[src/rtl/popcount_plane_accumulator_if.sv]
// Beat-in / result-out handshake bundle for popcount_plane_accumulator.
interface popcount_plane_accumulator_if #(
    parameter int COLS    = 8,
    parameter int SHIFT_W = 3,
    parameter int ACC_W   = 24,
    parameter int CNT_W   = 8
);
    logic               in_valid;
    logic               in_ready;
    logic [COLS-1:0]    in_sum;
    logic [COLS-1:0]    in_carry;
    logic [COLS-1:0]    in_cout;
    logic [SHIFT_W-1:0] in_shift;
    logic               in_neg;
    logic               in_last;
    logic               out_valid;
    logic               out_ready;
    logic [ACC_W-1:0]   out_data;
    logic               out_overflow;
    logic [CNT_W-1:0]   out_beats;

    modport slave (
        input  in_valid, in_sum, in_carry, in_cout, in_shift, in_neg, in_last, out_ready,
        output in_ready, out_valid, out_data, out_overflow, out_beats
    );

    modport master (
        output in_valid, in_sum, in_carry, in_cout, in_shift, in_neg, in_last, out_ready,
        input  in_ready, out_valid, out_data, out_overflow, out_beats
    );
endinterface

[src/rtl/popcount_plane_accumulator.sv]
// Reduces each beat of 7:3 counter outputs to a shifted, optionally negated term and
// accumulates it per frame. Define NPU_ACC_SAT_EN to clamp on overflow instead of wrapping.
module popcount_plane_accumulator #(
    parameter int COLS    = 8,
    parameter int SHIFT_W = 3,
    parameter int ACC_W   = 24,
    parameter int CNT_W   = 8
) (
    input  logic                        clk,
    input  logic                        reset,
    popcount_plane_accumulator_if.slave bus
);
    localparam int VAL_W  = $clog2(7 * COLS + 1);
    localparam int MAG_W  = VAL_W + (1 << SHIFT_W) - 1;
    // Term is at least ACC_W+1 bits, wider if a max shift would not fit, so the sum stays exact.
    localparam int TERM_W = (ACC_W + 1 > MAG_W + 1) ? (ACC_W + 1) : (MAG_W + 1);
    localparam int SUM_W  = TERM_W + 1;
    localparam int TOP_W  = SUM_W - ACC_W + 1;

    typedef enum logic [1:0] {
        S_IDLE  = 2'd0,
        S_ACCUM = 2'd1,
        S_DRAIN = 2'd2,
        S_OUT   = 2'd3
    } state_t;

    state_t             state_q;
    logic               in_ready_q;
    logic               out_valid_q;
    logic [ACC_W-1:0]   out_data_q;
    logic               out_ovf_q;
    logic [CNT_W-1:0]   out_beats_q;

    logic               s1_valid_q;
    logic               s1_last_q;
    logic [TERM_W-1:0]  s1_term_q;
    logic [CNT_W-1:0]   beat_cnt_q;
    logic [ACC_W-1:0]   acc_q;
    logic               ovf_q;

    logic               accept_s;
    logic               load_s;
    logic [VAL_W-1:0]   beat_val_s;
    logic [TERM_W-1:0]  mag_s;
    logic [TERM_W-1:0]  term_s;
    logic [SUM_W-1:0]   sum_s;
    logic               step_ovf_s;
    logic [ACC_W-1:0]   acc_d;
    logic               ovf_d;

    // True when the exact sum does not fit the signed ACC_W range (upper bits not a sign run).
    function automatic logic range_exceeded(input logic [SUM_W-1:0] v);
        logic [TOP_W-1:0] top;
        top = v[SUM_W-1:ACC_W-1];
        return !((&top) || (~|top));
    endfunction

    assign accept_s = bus.in_valid & in_ready_q;
    assign load_s   = s1_valid_q & s1_last_q;

    assign bus.in_ready     = in_ready_q;
    assign bus.out_valid    = out_valid_q;
    assign bus.out_data     = out_data_q;
    assign bus.out_overflow = out_ovf_q;
    assign bus.out_beats    = out_beats_q;

    // Beat reduction: {cout,carry,sum} of a column is already its 3-bit weighted value.
    always_comb begin
        beat_val_s = {VAL_W{1'b0}};
        for (int i = 0; i < COLS; i++) begin
            beat_val_s = beat_val_s + VAL_W'({bus.in_cout[i], bus.in_carry[i], bus.in_sum[i]});
        end
        mag_s = TERM_W'(beat_val_s) << bus.in_shift;
        if (bus.in_neg) begin
            term_s = ~mag_s + TERM_W'(1);
        end else begin
            term_s = mag_s;
        end
    end

    // Stage-2 add with exact-range overflow detection and wrap/clamp of the stored value.
    always_comb begin
        sum_s      = {{(SUM_W - ACC_W){acc_q[ACC_W-1]}}, acc_q}
                   + {{(SUM_W - TERM_W){s1_term_q[TERM_W-1]}}, s1_term_q};
        step_ovf_s = range_exceeded(sum_s);
`ifdef NPU_ACC_SAT_EN
        if (step_ovf_s) begin
            acc_d = sum_s[SUM_W-1] ? {1'b1, {(ACC_W-1){1'b0}}} : {1'b0, {(ACC_W-1){1'b1}}};
        end else begin
            acc_d = sum_s[ACC_W-1:0];
        end
`else
        acc_d = sum_s[ACC_W-1:0];
`endif
        ovf_d = ovf_q | step_ovf_s;
    end

    // Stage 1: capture term and last flag, count beats with saturation.
    always_ff @(posedge clk) begin
        if (reset) begin
            s1_valid_q <= 1'b0;
            s1_last_q  <= 1'b0;
            s1_term_q  <= {TERM_W{1'b0}};
            beat_cnt_q <= {CNT_W{1'b0}};
        end else begin
            s1_valid_q <= accept_s;
            s1_last_q  <= accept_s & bus.in_last;
            if (accept_s) begin
                s1_term_q <= term_s;
            end else begin
                s1_term_q <= s1_term_q;
            end
            if (load_s) begin
                beat_cnt_q <= {CNT_W{1'b0}};
            end else if (accept_s && (beat_cnt_q != {CNT_W{1'b1}})) begin
                beat_cnt_q <= beat_cnt_q + CNT_W'(1);
            end else begin
                beat_cnt_q <= beat_cnt_q;
            end
        end
    end

    // Stage 2 accumulator plus frame FSM; result registers load on the last term's add.
    always_ff @(posedge clk) begin
        if (reset) begin
            acc_q       <= {ACC_W{1'b0}};
            ovf_q       <= 1'b0;
            state_q     <= S_IDLE;
            in_ready_q  <= 1'b1;
            out_valid_q <= 1'b0;
            out_data_q  <= {ACC_W{1'b0}};
            out_ovf_q   <= 1'b0;
            out_beats_q <= {CNT_W{1'b0}};
        end else begin
            if (load_s) begin
                acc_q <= {ACC_W{1'b0}};
                ovf_q <= 1'b0;
            end else if (s1_valid_q) begin
                acc_q <= acc_d;
                ovf_q <= ovf_d;
            end else begin
                acc_q <= acc_q;
                ovf_q <= ovf_q;
            end

            case (state_q)
                S_IDLE: begin
                    if (accept_s && bus.in_last) begin
                        state_q    <= S_DRAIN;
                        in_ready_q <= 1'b0;
                    end else if (accept_s) begin
                        state_q    <= S_ACCUM;
                        in_ready_q <= 1'b1;
                    end else begin
                        state_q    <= S_IDLE;
                        in_ready_q <= 1'b1;
                    end
                end
                S_ACCUM: begin
                    if (accept_s && bus.in_last) begin
                        state_q    <= S_DRAIN;
                        in_ready_q <= 1'b0;
                    end else begin
                        state_q    <= S_ACCUM;
                        in_ready_q <= 1'b1;
                    end
                end
                S_DRAIN: begin
                    in_ready_q <= 1'b0;
                    if (load_s) begin
                        state_q     <= S_OUT;
                        out_valid_q <= 1'b1;
                        out_data_q  <= acc_d;
                        out_ovf_q   <= ovf_d;
                        out_beats_q <= beat_cnt_q;
                    end else begin
                        state_q     <= S_DRAIN;
                    end
                end
                S_OUT: begin
                    if (bus.out_ready) begin
                        state_q     <= S_IDLE;
                        out_valid_q <= 1'b0;
                        in_ready_q  <= 1'b1;
                    end else begin
                        state_q     <= S_OUT;
                        in_ready_q  <= 1'b0;
                    end
                end
                default: begin
                    state_q     <= S_IDLE;
                    in_ready_q  <= 1'b1;
                    out_valid_q <= 1'b0;
                end
            endcase
        end
    end
endmodule

[src/flat_wrapper.sv]
// flat-port wrapper written by rule: the top's interface ports become plain ports
module popcount_plane_accumulator_flat 
#(
    parameter int COLS    = 8,
    parameter int SHIFT_W = 3,
    parameter int ACC_W   = 24,
    parameter int CNT_W   = 8
)
  (clk, reset, bus_in_valid, bus_in_sum, bus_in_carry, bus_in_cout, bus_in_shift, bus_in_neg, bus_in_last, bus_out_ready, bus_in_ready, bus_out_valid, bus_out_data, bus_out_overflow, bus_out_beats);
  popcount_plane_accumulator_if #(.COLS(COLS), .SHIFT_W(SHIFT_W), .ACC_W(ACC_W), .CNT_W(CNT_W)) bus_i ();
  input  logic clk;
  input  logic reset;
  input wire logic [$bits(bus_i.in_valid)-1:0] bus_in_valid;
  input wire logic [$bits(bus_i.in_sum)-1:0] bus_in_sum;
  input wire logic [$bits(bus_i.in_carry)-1:0] bus_in_carry;
  input wire logic [$bits(bus_i.in_cout)-1:0] bus_in_cout;
  input wire logic [$bits(bus_i.in_shift)-1:0] bus_in_shift;
  input wire logic [$bits(bus_i.in_neg)-1:0] bus_in_neg;
  input wire logic [$bits(bus_i.in_last)-1:0] bus_in_last;
  input wire logic [$bits(bus_i.out_ready)-1:0] bus_out_ready;
  output wire logic [$bits(bus_i.in_ready)-1:0] bus_in_ready;
  output wire logic [$bits(bus_i.out_valid)-1:0] bus_out_valid;
  output wire logic [$bits(bus_i.out_data)-1:0] bus_out_data;
  output wire logic [$bits(bus_i.out_overflow)-1:0] bus_out_overflow;
  output wire logic [$bits(bus_i.out_beats)-1:0] bus_out_beats;
  assign bus_i.in_valid = bus_in_valid;
  assign bus_i.in_sum = bus_in_sum;
  assign bus_i.in_carry = bus_in_carry;
  assign bus_i.in_cout = bus_in_cout;
  assign bus_i.in_shift = bus_in_shift;
  assign bus_i.in_neg = bus_in_neg;
  assign bus_i.in_last = bus_in_last;
  assign bus_i.out_ready = bus_out_ready;
  assign bus_in_ready = bus_i.in_ready;
  assign bus_out_valid = bus_i.out_valid;
  assign bus_out_data = bus_i.out_data;
  assign bus_out_overflow = bus_i.out_overflow;
  assign bus_out_beats = bus_i.out_beats;
  popcount_plane_accumulator #(.COLS(COLS), .SHIFT_W(SHIFT_W), .ACC_W(ACC_W), .CNT_W(CNT_W)) u_core (.clk(clk), .reset(reset), .bus(bus_i));
endmodule
[config.mk]
export PLATFORM = sky130hd
export DESIGN_NAME = popcount_plane_accumulator_flat
export DESIGN_NICKNAME = d
export VERILOG_FILES = /design/src/rtl/popcount_plane_accumulator_if.sv /design/src/rtl/popcount_plane_accumulator.sv /design/src/flat_wrapper.sv
export SDC_FILE = /design/constraint.sdc
export NUM_CORES = 1
export LEC_CHECK = 0
export BUFFER_PORTS_ARGS = -buffer_cell sky130_fd_sc_hd__buf_2
export CAP_MARGIN = 15
export CORE_ASPECT_RATIO = 1.75
export CORE_MARGIN = 5
export CORE_UTILIZATION = 35
export CTS_CLUSTER_DIAMETER = 200
export CTS_CLUSTER_SIZE = 28
export DETAILED_ROUTE_END_ITERATION = 10
export PLACE_DENSITY = 0.57
export SYNTH_ARGS = -nofsm -noshare
export SYNTH_HDL_FRONTEND = slang
export SYNTH_SLANG_ARGS = --single-unit
[constraint.sdc]
create_clock -name clk -period 7.8 [get_ports clk]
set_clock_uncertainty 0.05 [all_clocks]
set_input_delay 0.39 -clock clk [delete_from_list [all_inputs] [get_ports clk]]
set_output_delay 0.39 -clock clk [all_outputs]
set_load 0.03 [all_outputs]
== Word level (Yosys, flattened, before mapping) ==
Cells that the tools add are included.

* Add/sub/neg operators: 10
* Multipliers: 0
* Div/mod/pow operators: 0
* Magnitude comparators: 0
* Equal/unequal tests: 6
* Shift operators: 1
* Mux-type cells: 13
* Bitwise operators: 5
* Reduce and logical (&&, ||, !) cells: 13

{| class="wikitable"
|+ Operators by type and width
! kind !! count
|-
| $add 6x3->6 || 6
|-
| $add 24x25->26 || 1
|-
| $add 25x1->25 const B || 1
|-
| $mux 25 || 1
|-
| $not 25->25 || 1
|-
| $shl 6x3->25 || 1
|-
| $add 8x1->8 const B || 1
|-
| $ne 8x8->1 const B || 1
|-
| $pmux 2 s4 || 1
|-
| $mux 1 || 6
|-
| $mux 2 || 3
|-
| $reduce_and 3->1 || 2
|-
| $add 3x3->4 || 1
|-
| $eq 2x2->1 const B || 2
|-
| $reduce_or 2->1 || 2
|-
| $and 1x1->1 || 3
|-
| $pmux 1 s3 || 1
|-
| $reduce_or 3->1 || 1
|-
| $eq 2x1->1 const B || 1
|-
| $logic_and 1x1->1 || 2
|-
| $logic_not 1->1 || 2
|-
| $logic_not 2->1 || 1
|-
| $ne 2x1->1 const B || 1
|-
| $ne 2x2->1 const B || 1
|-
| other kinds (5) || 5
|}

* Flip-flop bits (word level): 97
* Latch bits: 0
* Bits in writable memories: 0
* ROM bits: 0
* Bits of input ports: 33
* Memories: 0

== Depth between registers and ports, before layout ==
Gate-level depths: netlist of run 1.

* Depth after elaboration: 11
* Mapped depth: 20
* Mapped depth without buffers: 20

== Worst setup path after synthesis of run 1 ==
No wires, ideal clock.

* Path kind: input to register
* From: input port bus_in_sum[0]
* To: register u_core.s1_term_q[17]
* Setup time: 131 ps
* Arrival: 5589 ps
* Required time: 7619 ps
* Setup slack: 2031 ps
* Stages on the path: 19
* Buffers on the path: 0
* Path through: ha_1 > fa_1 > xor2_1 > fa_1 > inv_1 > fa_1 > fa_1 > inv_1 > fa_1 > inv_1 > fa_1 > inv_1 > mux4_2 > inv_1 > o2111ai_1 > nor3_1 > and2b_1 > o311ai_2 > nand2_1

* Word-level cells in the longest chain between the ends: 11

{| class="wikitable"
|+ Ends and longest elaborated chain
! what !! line !! text
|-
| start, declared || flat_wrapper.sv:14 || <nowiki>input wire logic [$bits(bus_i.in_sum)-1:0] bus_in_sum;</nowiki>
|-
| $add 3x3->4 (*) || popcount_plane_accumulator.sv:71 || <nowiki>beat_val_s = beat_val_s + VAL_W'({bus.in_cout[i], bus.in_carry[i], bus.in_sum[i]});</nowiki>
|-
| $add 6x3->6 (*) (6 in series) || popcount_plane_accumulator.sv:71 ||
|-
| $shl 6x3->25 (*) || popcount_plane_accumulator.sv:73 || <nowiki>mag_s = TERM_W'(beat_val_s) << bus.in_shift;</nowiki>
|-
| $not 25->25 || popcount_plane_accumulator.sv:75 || <nowiki>term_s = ~mag_s + TERM_W'(1);</nowiki>
|-
| $add 25x1->25 || popcount_plane_accumulator.sv:75 ||
|-
| $mux 25 (*) || popcount_plane_accumulator.sv:74 || <nowiki>if (bus.in_neg) begin</nowiki>
|-
| end signal, assigned || popcount_plane_accumulator.sv:103 || <nowiki>s1_term_q <= {TERM_W{1'b0}};</nowiki>
|-
| end signal, assigned || popcount_plane_accumulator.sv:109 || <nowiki>s1_term_q <= term_s;</nowiki>
|-
| end signal, assigned || popcount_plane_accumulator.sv:111 || <nowiki>s1_term_q <= s1_term_q;</nowiki>
|-
| end, declared || popcount_plane_accumulator.sv:36 || <nowiki>logic [TERM_W-1:0] s1_term_q;</nowiki>
|}

Every way passes the cells marked *; elsewhere a longest branch is shown, timed or not.
A chain may end at the register's enable or synchronous reset.

== Worst setup path after layout of run 1 ==
* From: input port bus_in_sum[0]
* To: register u_core.s1_term_q[9]

The elaborated chain is that of the path after synthesis.

==> results of run 1 <==
## routing by layer
metal / vias to the layer above / track usage (%)
li1: 2593 / -
met1: 2266 / 15.6
met2: 83 / 28.5
met3: 23 / 2.32
met4: 0 / 5.51
met5: - / 0
## worst paths after layout
| kind | cells past startpoint | startpoint | endpoint |
|---|---|---|---|
| max | 21 | bus_in_sum[0] | u_core.s1_term_q[9] |
| min | 2 | bus_in_last | u_core.s1_last_q |
| min reg2reg | 2 | u_core.bus.out_beats[7] | u_core.bus.out_beats[7] |
| max reg2reg | 10 | u_core.acc_q[1] | u_core.ovf_q |
## worst max-delay path: cells and delay by family
kind	cells	cell delay, ns
and+or+nand+nor	1	0.07
muxes	1	0.53
buffers and inverters	6	0.47
AOI/OAI and AO/OA	5	1.28
adders and majority gates	7	3.22
xor gates and xnor gates	1	0.18
## placed cells by master, fill, tap and decap left out, drive strengths merged, types with 4 or more instances in the layout
| master | netlist | routed |
|---|---|---|
| mux2i | 23 | 23 |
| xnor2 | 17 | 17 |
| and2 | 4 | 4 |
| a211oi | 16 | 16 |
| a21o | 13 | 13 |
| nand3 | 18 | 18 |
| or3 | 4 | 4 |
| nor3 | 7 | 7 |
| buf | 5 | 72 |
| nor2b | 9 | 9 |
| o211ai | 4 | 4 |
| fa | 15 | 15 |
| o21bai | 4 | 4 |
| inv | 43 | 44 |
| o31ai | 4 | 4 |
| xor2 | 16 | 16 |
| o21a | 5 | 5 |
| o21ai | 33 | 33 |
| a21oi | 65 | 65 |
| nand2 | 123 | 123 |
| nor2 | 73 | 73 |
| nand4 | 6 | 6 |
| ha | 40 | 40 |
| dfxtp | 93 | 93 |
| clkbuf | 26 | 11 |
| and3 | 8 | 8 |
| a31oi | 5 | 5 |
| nand2b | 9 | 9 |
## Yosys cell counts (3+ instances only)
cell	number
a31oi_1	5
a211oi_1	15
nor2b_1	9
inv_1	43
ha_1	40
nand3_1	18
clkbuf_1	26
xnor2_1	17
nor3_1	7
and3_1	8
a21o_1	13
o31ai_1	3
nand2b_1	9
o21bai_1	4
o32ai_1	3
o21ai_0	29
o21a_1	5
xor2_1	16
o21ai_1	3
a21oi_1	64
fa_1	15
dfxtp_1	93
nand2_1	123
mux2i_1	23
nor2_1	73
or3_1	4
nand4_1	6
and2_1	4
o211ai_1	3
o2111ai_1	3
## where the power goes
| part | switching [uW] | leakage (uW) | internal, uW |
|---|---|---|---|
| clock | 188 | 0.000160 | 291 |
| sequential | 21.3 | 0.000756 | 506 |
| combinational | 484 | 0.00204 | 313 |
| total | 693 | 0.00296 | 1110 |
## area by class of cell
class                   count  area [sq um]
fillers                  1717          9750
clock buffers              11           243
flip-flops and latches     93          1860
well taps                 224           280
clock inverters             5          82.6
repair buffers             72           373
inverters                  44           165
multi-input cells         556          3690
## sequential cells by signal, indices dropped and copies added, names as in the netlist
signal and flops:
u_core.s1_term_q 21, u_core.state_q 2, u_core.ovf_q 1, u_core.acc_q 24, u_core.bus.out_beats 8, u_core.beat_cnt_q 8, u_core.bus.out_valid 1, u_core.s1_last_q 1
u_core.s1_valid_q 1, u_core.bus.out_data 24, u_core.bus.in_ready 1, u_core.bus.out_overflow 1
## cells by family after synthesis
group | share of synthesized area (%)
flip-flops | 31.9
AND/OR/NAND/NOR | 20.3
multiplexers | 4.33
buffers and inverters | 4.99
XOR/XNOR | 4.95
AO/OA/AOI/OAI | 19.8
adder cells (fa/ha/maj) | 13.7
## through the flow
stage	cell area, sq um	instances	hold WS (ns)
after floorplan	5840	724	0.367
after global routing	6700	1005	0.253
after global placement	6370	989	0.388
final	6700	1005	0.265
after CTS	6700	1005	0.257
after detailed placement	6370	989	0.391
==> metrics, run 1 <==
crit path time final 5.97 ns; drt via density 4.94; first-pass GRT wire length 23,500 um; setup bufs post-CTS 0; Max-slew headroom 43.7%; upper clock frequency limit 0.168 GHz; Final Util 40.7%; Reg2Reg Setup Slack 4.60 ns; met1 WL 5500 um; Post-synth ARST share 0%; post-route ant nets 0; Final #Nets roughly 860; CP most frequent cell fa_1; Ports 68; # H-tree levels 3; area leader, netlist dfxtp_1; Placer Congestion 0.861; TritonRoute pass-1 iters 4; Gate Count Post-Synth 724; Crit Path Class in2reg; number of flops mapped to enable cells by yosys 0; Setup WS post-layout around 1.8 ns; critical path required time roughly 8 ns; Setup TNS 0 ns; Die ar. 19,500 sq um; CTS Hold Bufs 0; dpl hpwl between 10,000 and 15,000 um; power per cell area about 270 nW/um^2; largest cells by area after synthesis dfxtp_1, ha_1, nand2_1; DR WL met2 7690 um; antenna fix cells 0; CP Capture Type register; Post-CTS Resized 0; width of the die 108 um; Max Slew Vio Count 0; Die Span Y about 180 um; clock slew at reported path FFs approximately 0.07 ns; Power Total 1800 uW; top sig layer met4; sequential cell area fraction in the yosys report between 30% and 40%; core area ~16,000 sq um; routed wire length 13,900 um; Port-buffer cells 67; CP arrival 6.15 ns; largest stage delay on the critical path 0.57 ns; clock latency at the later pin of the worst-skew pair about 0.34 ns; Hold WC Path Type in2reg; RSZ-0062 raised after global routing no; largest net degree at the start of global routing 47; max cap viols 0; CTS tree built; Synth Area per Inst roughly 8.1 sq um; hold violation count in the final report 0; Root Buffer clkbuf_16; layout cell share with drive strength beyond 1 12.9%; final setup violation count 0; status complete, no violations; crit-path max FO 6; Ys Warns 0; Total GRT Usage between 10 and 15%; Layout area overhead 14.7%; CP max stage cell fa_1; vias in the first global route 4,985; DRC 0; number of buffers created by CTS 9; Max clock buf depth 2; Pleak 0.00296 uW; initial antenna violation count 0; Post-Syn Nets 812; Initial DRC Count 143; Place WS roughly 1.5 ns; VDD IR max 173 uV; Clock Sinks 93; period utilization 76.5%; Initial Util 35.5%; Netlist cell types 61; wire length on met3 433 um; Synth Flop Type dfxtp_1; Yosys reg bits 93; DR vias 4,965; mapped cell area 5840 sq um; grt total ovfl 0; startpoint types input port; worst-margin pin slew ~0.84 ns; Avg WL per Cell 13.9 um; Synth top area share 31.9%; CP Cell Sequence buf_2, ha_1, fa_1, xor2_1, fa_1, inv_1, fa_1, fa_1, inv_1, fa_1, inv_1, fa_1, inv_1, mux4_2, inv_1, nor2_1, a211oi_1, o211ai_2, o2111ai_1, o21ai_1, o41ai_1; num rows 62
No activity file was read; power rests on OpenSTA's default activity.
==> run 2, diff against run 1 <==
--- a/config.mk
+++ b/config.mk
@@ -5,6 +5,7 @@
 export SDC_FILE = /design/constraint.sdc
 export NUM_CORES = 1
 export LEC_CHECK = 0
+export ABC_AREA = 1
 export BUFFER_PORTS_ARGS = -buffer_cell sky130_fd_sc_hd__buf_2
 export CAP_MARGIN = 15
 export CORE_ASPECT_RATIO = 1.75
==> constraint.sdc (replaced) <==
create_clock -name clk -period 5.8 [get_ports clk]
set_clock_uncertainty 0.05 [all_clocks]
set_input_delay 0.29 -clock clk [delete_from_list [all_inputs] [get_ports clk]]
set_output_delay 0.29 -clock clk [all_outputs]
set_load 0.03 [all_outputs]
==> metrics, run 2 <==
VDD IR max 226 uV (was 173 uV); most numerous cell in the Yosys netlist nand2_1 (unchanged); Non-Filler Instances 1,223 (was 1,005); power per cell area 326 nW/um^2 (was 269 nW/um^2); area leader, netlist dfxtp_1 (unchanged); Hold WC Path Type in2reg (unchanged); DRC 0 (unchanged); Gate Count Post-Synth 933 (was 724); antenna fix cells 0 (unchanged); Reg2Reg Setup Slack 3.15 ns (was 4.60 ns); Endpoint, Worst Hold u_core.state_q[0] (was u_core.s1_last_q); clock slew at reported path FFs 0.08 ns (was 0.07 ns); post-synthesis mux area share 0% (was 4.33%); upper clock frequency limit about 0.2 GHz; cell count after placement 1,207 (was 989); Int Power 1370 uW (was 1110 uW); Ys Warns 0 (unchanged); R2R Path End u_core.acc_q[7] (was u_core.ovf_q); DR vias 5,829 (was 4,965); r2r worst-path depth 8 (was 10); crit path time final 5.02 ns; Yosys reg bits 93 (unchanged); Layout area overhead 13.7% (was 14.7%); post-synthesis compound-gate area fraction 14.1% (was 19.8%); Max-slew headroom 34.0% (was 43.7%); Placer Congestion 0.895 (was 0.861); RSZ-0062 raised after global routing no (unchanged); crit-path max FO 4 (was 6); Reg2Reg Launch Point u_core.s1_valid_q (was u_core.acc_q[1]); final setup violation count 0 (unchanged); Synth Area in Adders 12.8% (was 13.7%); Initial DRC Count 196 (was 143); simple-gate share of the synthesized area 29.5% (was 20.3%); Post-Syn Nets 1,021 (was 812); vias in the first global route 5,902 (was 4,985); Final #Nets 1,075 (was 864); hold violation count in the final report 0 (unchanged); Post-CTS Resized 0 (unchanged); Synth Flop Type dfxtp_1 (unchanged); Total GRT Usage 16.6% (was 14.8%); width of the die 111 um (was 108 um); Ports 68 (unchanged); post-route ant nets 0 (unchanged); Switching Power 945 uW (was 693 uW); number of buffers created by CTS 9 (unchanged); Max clock buf depth 2 (unchanged); Initial Util 35.7% (was 35.5%); Hold Path Depth 2 (unchanged); largest family of logic cells by synthesized area simple AND/OR/NAND/NOR gates (unchanged); Synth top cells by count nand2_1, inv_1, nor2_1, dfxtp_1, nand3_1 (was nand2_1, dfxtp_1, nor2_1, a21oi_1, inv_1); critical path required time 5.97 ns (was 7.99 ns); startpoint types input port (unchanged); Port-buffer cells 67 (unchanged); grt total ovfl 0 (unchanged); CP Capture Type register (unchanged); max cap viols 0 (unchanged); Max Slew Vio Count 0 (unchanged); post-synthesis xor/xnor area fraction 2.80% (was 4.95%); Synth top area share 29.8% (was 31.9%); period utilization just under 90%; mapped cell area 6250 sq um (was 5840 sq um); Pleak 0.00386 uW (was 0.00296 uW); Avg WL per Cell 13.7 um (was 13.9 um); TritonRoute pass-1 iters 5 (was 4); clock latency at the later pin of the worst-skew pair 0.36 ns (was 0.34 ns); # H-tree levels 3 (unchanged); Post-synth ARST share 0% (unchanged); largest cells by area after synthesis dfxtp_1, nand2_1, inv_1 (was dfxtp_1, ha_1, nand2_1); setup bufs post-CTS 0 (unchanged); share of total power in combinational logic 42.0% (was 44.2%); Clk network pwr share 27.7% (was 26.6%); core area 17,500 sq um (was 16,400 sq um); sequential cell area fraction in the yosys report 29.8% (was 31.9%); num rows 64 (was 62); layout cell share with drive strength beyond 1 11.9% (was 12.9%); number of flops mapped to enable cells by yosys 0 (unchanged); CTS tree built (unchanged); first-pass GRT wire length 28,200 um (was 23,500 um); Die Span Y 187 um (was 181 um); CP arrival 5.19 ns (was 6.15 ns); routed wire length 16,800 um (was 13,900 um); Net Sw Frac 40.9% (was 38.4%); # fillers 1,887 (was 1,717); dpl hpwl 13,500 um (was 10,900 um); Crit Path Class in2reg (unchanged); drt via density 4.77 (was 4.94); initial antenna violation count 0 (unchanged); Seq pwr share 30.3% (was 29.2%); Clock Sinks 93 (unchanged); largest net degree at the start of global routing 48 (was 47); Setup TNS 0 ns (unchanged); commonest non-fill, non-tap cell in the layout nand2_1 (unchanged); CTS Hold Bufs 0 (unchanged); Netlist cell types 45 (was 61); Root Buffer clkbuf_16 (unchanged); commonest non-fill, non-tap cells in the layout nand2_1, inv_1, nor2_1 (was nand2_1, dfxtp_1, nor2_1); status complete, no violations (unchanged); Hold Startpoint bus_in_last (unchanged); Die ar. 20,700 sq um (was 19,500 sq um); worst-margin pin slew 0.986 ns (was 0.841 ns); Synth Area per Inst 6.70 sq um (was 8.07 sq um)
==> run 2: kinds of logic (layout without fill, tap and decap cells) <==
logic type | after synthesis | after routing
AOI/OAI and AO/OA | 155 | 155
DFF | 93 | 93
and+or+nand+nor | 431 | 431
buffers and inverters | 179 | 238
xor gates and xnor gates | 20 | 20
adders and majority gates | 55 | 55
==> run 2: routing by layer <==
layer | wire (um) | part of all wire, % | up-vias | GRT usage (%)
li1 | - | - | 3082 | -
met1 | 6280 | 37 | 2594 | 16.6
met2 | 9060 | 54 | 115 | 32.1
met3 | 671 | 4.0 | 38 | 2.91
met4 | 750 | 4.5 | 0 | 8.38
met5 | 0 | 0 | - | 0
==> run 2: worst max path at each step <==
stage                        startpoint              endpoint  slack (ns)
after floorplan           bus_in_sum[0]  u_core.s1_term_q[17]        0.84
after global placement    bus_in_sum[0]  u_core.s1_term_q[12]        0.44
after detailed placement  bus_in_sum[0]  u_core.s1_term_q[20]        0.36
after CTS                 bus_in_sum[0]  u_core.s1_term_q[20]        0.74
after global routing      bus_in_sum[0]  u_core.s1_term_q[16]        0.35
final                     bus_in_sum[0]  u_core.s1_term_q[20]        0.78
==> run 2: area by class of cell <==
| class | instances | area (sq um) | share of cell area, % |
|---|---|---|---|
| repair buffers | 70 | 358 | 5.04 |
| flip-flops and latches | 93 | 1860 | 26.2 |
| multi-input cells | 661 | 3700 | 52.0 |
| clock inverters | 7 | 97.6 | 1.37 |
| inverters | 152 | 577 | 8.12 |
| well taps | 231 | 289 | 4.07 |
| clock buffers | 9 | 225 | 3.17 |
==> run 2: through the flow <==
step / power [uW] / instance area [sq um] / setup WS, ns / hold WS [ns] / util, %
2_1_floorplan: 1480 / 6250 / 0.842 / 0.324 / -
3_5_place_dp: 1690 / 6780 / 0.355 / 0.401 / 38.7
6_report: 2310 / 7110 / 0.785 / 0.0791 / 40.5
3_3_place_gp: 1680 / 6780 / 0.441 / 0.395 / 38.7
4_1_cts: 2340 / 7110 / 0.737 / 0.0750 / 40.5
5_1_grt: 2530 / 7110 / 0.348 / 0.0821 / 40.5
==> run 2: power groups by stage <==
stage | Sequential, uW | Combinational (uW) | Clock, uW
after detailed placement | 716 | 975 | 0
after global placement | 716 | 967 | 0
after global routing | 705 | 1130 | 689
final | 701 | 971 | 641
after floorplan | 709 | 771 | 0
after CTS | 701 | 980 | 659
==> run 2: critical path, cell delays in order <==
cell and delay, ns:
buf_2 0.10, ha_1 0.21, fa_1 0.38, xor2_1 0.19
fa_1 0.49, inv_1 0.06, fa_1 0.50, fa_1 0.55
inv_1 0.05, fa_1 0.52, inv_1 0.06, fa_1 0.43
inv_1 0.09, nand3_1 0.09, nand3_1 0.13, nand2_1 0.08
nand2_1 0.10, nor2_1 0.06, nand2_1 0.09, nand3_1 0.14
nor2_2 0.15, nand2_1 0.12, o21ai_2 0.23, a21oi_1 0.10
